### config.mk
export PLATFORM = sky130hd
export DESIGN_NAME = keypad_scan_ctrl
export DESIGN_NICKNAME = d
export VERILOG_FILES = /design/src/rtl/keypad_scan_ctrl.sv
export SDC_FILE = /design/constraint.sdc
export NUM_CORES = 1
export LEC_CHECK = 0
export ABC_AREA = 1
export CAP_MARGIN = 20
export CORE_MARGIN = 2
export CORE_UTILIZATION = 57
export CTS_CLUSTER_SIZE = 16
export DETAILED_ROUTE_END_ITERATION = 10
export PLACE_DENSITY = 0.87
export SLEW_MARGIN = 20
export SYNTH_ARGS = -nofsm -noshare
export SYNTH_HDL_FRONTEND = slang
export SYNTH_SLANG_ARGS = --single-unit
### constraint.sdc
create_clock -name clk -period 3.7 [get_ports clk]
set_input_delay 0.555 -clock clk [delete_from_list [all_inputs] [get_ports clk]]
set_output_delay 0.555 -clock clk [all_outputs]
set_load 0.02 [all_outputs]
### src/rtl/keypad_scan_ctrl.sv
// keypad_scan_ctrl
// Scans a 4x4 active-low keypad matrix, debounces whole-frame results and
// turns every physical key press into exactly one single-cycle button code
// for the calculator core. A one-entry pending register holds the code while
// the core is busy. A code accepted while that register is still occupied is
// dropped, and overrun_o pulses.
//
// Ports:
//   clk         in   system clock, rising edge
//   rst_n       in   asynchronous active-low reset
//   row_n_i     in   [3:0] row sense, active-low, asynchronous to clk
//   col_n_o     out  [3:0] column drive, active-low one-hot
//   busy_i      in   calculator not ready; pending code is held
//   button_o    out  [7:0] {2'b00, col[1:0], 2'b01, row[1:0]} for one cycle, else 8'h00
//   key_valid_o out  high in the same cycle button_o is non-zero
//   overrun_o   out  one-cycle pulse when an accepted code is dropped
//
// Handshake: the core takes button_o in any cycle where key_valid_o is high.
// The block only presents a code in a cycle following one where busy_i was
// low, so there is no ready/accept return path beyond busy_i.
module keypad_scan_ctrl #(
  parameter int unsigned SCAN_DIV        = 4,
  parameter int unsigned DEBOUNCE_FRAMES = 3
) (
  input  logic       clk,
  input  logic       rst_n,
  input  logic [3:0] row_n_i,
  output logic [3:0] col_n_o,
  input  logic       busy_i,
  output logic [7:0] button_o,
  output logic       key_valid_o,
  output logic       overrun_o
);

  localparam int unsigned DW = (SCAN_DIV > 1) ? $clog2(SCAN_DIV) : 1;
  localparam logic [DW-1:0] DWELL_LAST = DW'(SCAN_DIV - 1);
  localparam logic [4:0]    DEB_MAX    = 5'(DEBOUNCE_FRAMES);

  typedef enum logic [1:0] {
    ST_IDLE = 2'd0,
    ST_DEB  = 2'd1,
    ST_HELD = 2'd2,
    ST_REL  = 2'd3
  } state_e;

  // Row synchronizer
  logic [3:0] row_s1_q, row_s2_q;

  // Scan counters
  logic [DW-1:0] dwell_q;
  logic [1:0]    col_idx_q;

  // Frame accumulator: key count saturates at 2 (= two or more)
  logic [1:0] acc_keys_q;
  logic [1:0] acc_c_q, acc_r_q;

  // Debounce FSM
  state_e     state_q;
  logic [1:0] cand_c_q, cand_r_q;
  logic [3:0] cnt_q;

  // Output path
  logic       pend_full_q;
  logic [7:0] pend_q;
  logic [7:0] button_q;
  logic       key_valid_q;
  logic       overrun_q;

  assign col_n_o     = ~(4'b0001 << col_idx_q);
  assign button_o    = button_q;
  assign key_valid_o = key_valid_q;
  assign overrun_o   = overrun_q;

  always_ff @(posedge clk or negedge rst_n) begin
    if (!rst_n) begin
      row_s1_q <= 4'b1111;
      row_s2_q <= 4'b1111;
    end else begin
      row_s1_q <= row_n_i;
      row_s2_q <= row_s1_q;
    end
  end

  logic sample, frame_eval;
  assign sample     = (dwell_q == DWELL_LAST);
  assign frame_eval = sample && (col_idx_q == 2'd3);

  always_ff @(posedge clk or negedge rst_n) begin
    if (!rst_n) begin
      dwell_q   <= '0;
      col_idx_q <= 2'd0;
    end else if (sample) begin
      dwell_q   <= '0;
      col_idx_q <= col_idx_q + 2'd1;
    end else begin
      dwell_q   <= dwell_q + 1'b1;
    end
  end

  // Keys active in the currently driven column (count saturates at 2)
  logic [3:0] act;
  logic [1:0] col_keys;
  logic [1:0] col_row;
  assign act = ~row_s2_q;

  always_comb begin
    col_keys = 2'd0;
    col_row  = 2'd0;
    for (int k = 0; k < 4; k++) begin
      if (act[k]) begin
        if (col_keys == 2'd0) col_row = 2'(k);
        if (col_keys != 2'd2) col_keys = col_keys + 2'd1;
      end
    end
  end

  // Running frame totals including the current column. Column 0 restarts
  // the accumulation, so no separate clear is needed.
  logic [2:0] sum_keys;
  logic [1:0] tot_keys;
  logic [1:0] frm_c, frm_r;

  always_comb begin
    sum_keys = {1'b0, col_keys} + ((col_idx_q == 2'd0) ? 3'd0 : {1'b0, acc_keys_q});
    tot_keys = (sum_keys >= 3'd2) ? 2'd2 : sum_keys[1:0];
    if (col_keys != 2'd0 || col_idx_q == 2'd0) begin
      frm_c = col_idx_q;
      frm_r = col_row;
    end else begin
      frm_c = acc_c_q;
      frm_r = acc_r_q;
    end
  end

  always_ff @(posedge clk or negedge rst_n) begin
    if (!rst_n) begin
      acc_keys_q <= 2'd0;
      acc_c_q    <= 2'd0;
      acc_r_q    <= 2'd0;
    end else if (sample) begin
      acc_keys_q <= tot_keys;
      acc_c_q    <= frm_c;
      acc_r_q    <= frm_r;
    end
  end

  logic frm_none, frm_single, same_cand, cnt_done, accept;
  logic [7:0] frm_code;
  assign frm_none   = frame_eval && (tot_keys == 2'd0);
  assign frm_single = frame_eval && (tot_keys == 2'd1);
  assign same_cand  = (frm_c == cand_c_q) && (frm_r == cand_r_q);
  assign cnt_done   = (({1'b0, cnt_q} + 5'd1) >= DEB_MAX);
  assign frm_code   = {2'b00, frm_c, 2'b01, frm_r};

  // Acceptance is decided combinationally so the code lands in the pending
  // register on the same edge the FSM enters HELD.
  assign accept = frm_single &&
                  (((state_q == ST_IDLE) && (DEB_MAX <= 5'd1)) ||
                   ((state_q == ST_DEB) && same_cand && cnt_done));

  always_ff @(posedge clk or negedge rst_n) begin
    if (!rst_n) begin
      state_q  <= ST_IDLE;
      cand_c_q <= 2'd0;
      cand_r_q <= 2'd0;
      cnt_q    <= 4'd0;
    end else if (frame_eval) begin
      case (state_q)
        ST_IDLE: begin
          if (frm_single) begin
            cand_c_q <= frm_c;
            cand_r_q <= frm_r;
            cnt_q    <= 4'd1;
            state_q  <= accept ? ST_HELD : ST_DEB;
          end
        end
        ST_DEB: begin
          if (frm_single) begin
            if (same_cand) begin
              if (cnt_done) begin
                cnt_q   <= DEB_MAX[3:0];
                state_q <= ST_HELD;
              end else begin
                cnt_q <= cnt_q + 4'd1;
              end
            end else begin
              cand_c_q <= frm_c;
              cand_r_q <= frm_r;
              cnt_q    <= 4'd1;
            end
          end else begin
            state_q <= ST_IDLE;
          end
        end
        ST_HELD: begin
          if (frm_none) begin
            cnt_q   <= 4'd1;
            state_q <= (DEB_MAX <= 5'd1) ? ST_IDLE : ST_REL;
          end
        end
        ST_REL: begin
          if (frm_none) begin
            if (cnt_done) begin
              cnt_q   <= DEB_MAX[3:0];
              state_q <= ST_IDLE;
            end else begin
              cnt_q <= cnt_q + 4'd1;
            end
          end else begin
            state_q <= ST_HELD;
          end
        end
        default: state_q <= ST_IDLE;
      endcase
    end
  end

  // Pending register and registered output stage
  logic issue;
  assign issue = pend_full_q && !busy_i;

  always_ff @(posedge clk or negedge rst_n) begin
    if (!rst_n) begin
      pend_full_q <= 1'b0;
      pend_q      <= 8'h00;
      button_q    <= 8'h00;
      key_valid_q <= 1'b0;
      overrun_q   <= 1'b0;
    end else begin
      button_q    <= issue ? pend_q : 8'h00;
      key_valid_q <= issue;
      overrun_q   <= accept && pend_full_q && !issue;
      if (accept) begin
        // Refill is allowed when the old code leaves this very cycle
        if (!pend_full_q || issue) begin
          pend_q      <= frm_code;
          pend_full_q <= 1'b1;
        end
      end else if (issue) begin
        pend_full_q <= 1'b0;
      end
    end
  end

endmodule

==> impl_metrics.ini <==
[worst_setup_path]
cp-start-kind = flop
crit_chain = inv_1 > ha_1 > nand2_1 > nand3_2 > o21ai_2 > ha_1 > inv_1 > fa_1 > nand2_1 > nor2_1 > inv_1 > nor2_1 > nand2_1 > nand2_1 > inv_1 > nor3_1 > nand3_1 > nand2_1 > inv_1
crit_buf_inv = 5
arrival_ns = 3.58
r2r_slack_ns = 0.32
worstSetupPathType = flop to flop
cp_slowest_stage_delay_ns = 0.56
required_ns = 3.89
crit_path_end_kind = flop
cpLargestDelayFamily = simple AND/OR/NAND/NOR gates
cp_slowest_cell = dfstp_2
r2r-start = row_s2_q[0]$_DFF_PN1_
path_max_fanout = 4
timing.rr.end = cnt_q[0]$_DFFE_PN0P_
worst_r2r_path_depth = 19

[floorplanning]
fp.dieH_um = 66.4
fp-row-count = 22
start_util_pct = 60.1
die-area_um2 = 4400
core_area_um2 = 3690
io_pins = 21
die_x_um = 66.4

[timing]
finalCritPeriodShare_pct = 91.4
final.min_clock_period_ns = 3.38
setup_violations = 0
relSlewSlack_pct = 44.0
hold_viol_final = 0
drv_slew = 0
tightest_slew_ns = 0.840
fin_skew_ns = 0.00363
fmax_mhz = 296
holdWs_ns = 0.355
rsz0062_at_grt = false
finalSetupTns_ns = 0

[placed_design]
dp.cells = 326
dp_hpwl_um = 2880
gp_congestion = 0.910
portBuffers = 17

[cts]
clkSlewWorstSetupHoldPaths_ns = 0.08
cts_buffers = 5
cts_tree = done
postCtsHoldBufs = 0
clk-insertion-delay-late_ns = 0.29
cts_max_level = 2
clock-sinks = 41
root_buffer = clkbuf_8
clock_path_buffers = 2
cts.repair.resized = 0
cts_setup_buffers = 0

[grt]
grt_max_degree = 42
grt_overflow_total = 0
grt_pass1_wl_um = 6850
antenna_found_initial = 0
grt_usage_pct = 20.4
grt_pass1_vias = 1631

[finish]
syn_to_final_growth_pct = 13.9
final_cell_mix = nand2_1, inv_1, nand3_1, dfrtp_1, nor2_1
drive_gt1_share_pct = 15.0
fill_cells = 298
nets = 306
fin_cells = 334
final_common_cell = nand2_1
antenna_cells = 0

[job]
drv_cap = 0

[detailed_routing]
routedWlPerCell_um = 11.5
dr.pass1.iters = 4
vias = 1701
viasPerCell = 5.09
wirelength_um = 3840
ant_nets = 0
dr.first_iter.drc_count = 78
drc = 0

[min_path]
hp-class = primary input to asynchronous set/reset pin

[synth]
syn_area_per_cell_um2 = 8.40
yosys.area.top_type = dfrtp_1
synth_area_leaders = dfrtp_1, nand2_1, dfstp_2, nand3_1, ha_1
synth-seq-cells = 41
seq_area_frac_synth_pct = 46.7
synthCells = 264
yosys.area.top_type_share_pct = 37.2
ys_warn_count = 0
syn_area_um2 = 2220
synth_cell_type_count = 31

[pwr]
power.total_uw = 1100
p_per_area_nw_per_um2 = 437
vdd_drop_max_v = 0.000285
leakage_uw = 0.00128

[status]
status = finished clean
## worst reg2reg max path, cell delays in order, from the launching register on
cell and delay (ns):
dfstp_2 0.56, inv_1 0.06, ha_1 0.32, nand2_1 0.10, nand3_2 0.12, o21ai_2 0.22, ha_1 0.18, inv_1 0.05
fa_1 0.49, nand2_1 0.09, nor2_1 0.15, inv_1 0.07, nor2_1 0.08, nand2_1 0.09, nand2_1 0.14, inv_1 0.09
nor3_1 0.21, nand3_1 0.13, nand2_1 0.09, inv_1 0.04
## synth_stat cells
cell type / n
nand2_1: 63
inv_1: 41
dfrtp_1: 33
nand3_1: 33
nor2_1: 18
ha_1: 13
dfstp_2: 8
nand2_2: 8
o21ai_0: 7
inv_2: 5
a21oi_1: 3
buf_4: 3
nor2_4: 3
o21ai_1: 3
clkbuf_1: 2
nand3_2: 2
nor2_2: 2
nor2_8: 2
nor3_1: 2
o21ai_2: 2
a22oi_1: 1
a31oi_1: 1
conb_1: 1
fa_1: 1
nand2_4: 1
nand4_1: 1
nand4_2: 1
nor4_1: 1
o211ai_1: 1
o21bai_1: 1
xor2_1: 1
## report_power, final
group	switching [µW]	total, µW	internal [µW]
combinational	157	240	82.5
sequential	41.9	539	497
clock	152	324	172
total	351	1100	752
## registers in the layout (all words and copies together) (netlist names), 4 cells and up
| signal | cells |
|---|---|
| row_s2_q | 4 |
| row_s1_q | 4 |
| cnt_q | 4 |
| button_o | 5 |
| pend_q | 5 |
## cells by family after synthesis
logic type	count (synthesis)	share of synthesized area [%]
xor gates and xnor gates	1	0.395
adders and majority gates	14	8.24
other	1	0.169
DFF	41	46.7
buffers and inverters	51	9.14
AOI/OAI and AO/OA	19	5.02
and+or+nand+nor	137	30.3
## layer usage
metal	part of all wire (%)	global-route usage (%)	wire [µm]	vias up
met1	47	27.2	1790	792
met3	4.1	3.92	158	9
met2	48	32.5	1830	38
met4	1.8	8.42	68	0
li1	-	-	-	862
met5	0	0	0	-
## stage by stage
stage | util, % | setup slack (ns) | area, µm²
4_1_cts | 68.5 | 0.369 | 2520
6_report | 68.5 | 0.317 | 2520
2_1_floorplan | - | 0.735 | 2220
5_1_grt | 68.5 | 0.0858 | 2520
3_3_place_gp | 65.6 | 0.555 | 2420
3_5_place_dp | 65.6 | 0.453 | 2420
## worst max path at each step
stage          depth (start not counted)  slack [ns]                     to                   from
2_1_floorplan                         19        0.74   cnt_q[0]$_DFFE_PN0P_  row_s2_q[0]$_DFF_PN1_
3_3_place_gp                          18        0.56  pend_q[1]$_DFFE_PN0P_  row_s2_q[0]$_DFF_PN1_
3_5_place_dp                          18        0.45  pend_q[4]$_DFFE_PN0P_  row_s2_q[0]$_DFF_PN1_
4_1_cts                               19        0.37   cnt_q[0]$_DFFE_PN0P_  row_s2_q[0]$_DFF_PN1_
5_1_grt                               19        0.09   cnt_q[0]$_DFFE_PN0P_  row_s2_q[0]$_DFF_PN1_
6_report                              19        0.32   cnt_q[0]$_DFFE_PN0P_  row_s2_q[0]$_DFF_PN1_
## cell type report
cell class              instances  area (µm²)  area share, %
flip-flops and latches         41        1040           41.0
multi-input cells             174         986           39.0
inverters                      46         173           6.84
repair buffers                 17         165           6.54
clock buffers                   7        96.3           3.82
well taps                      48        60.1           2.38
clock inverters                 1        8.76          0.347
(Power assumes the default switching activity.)
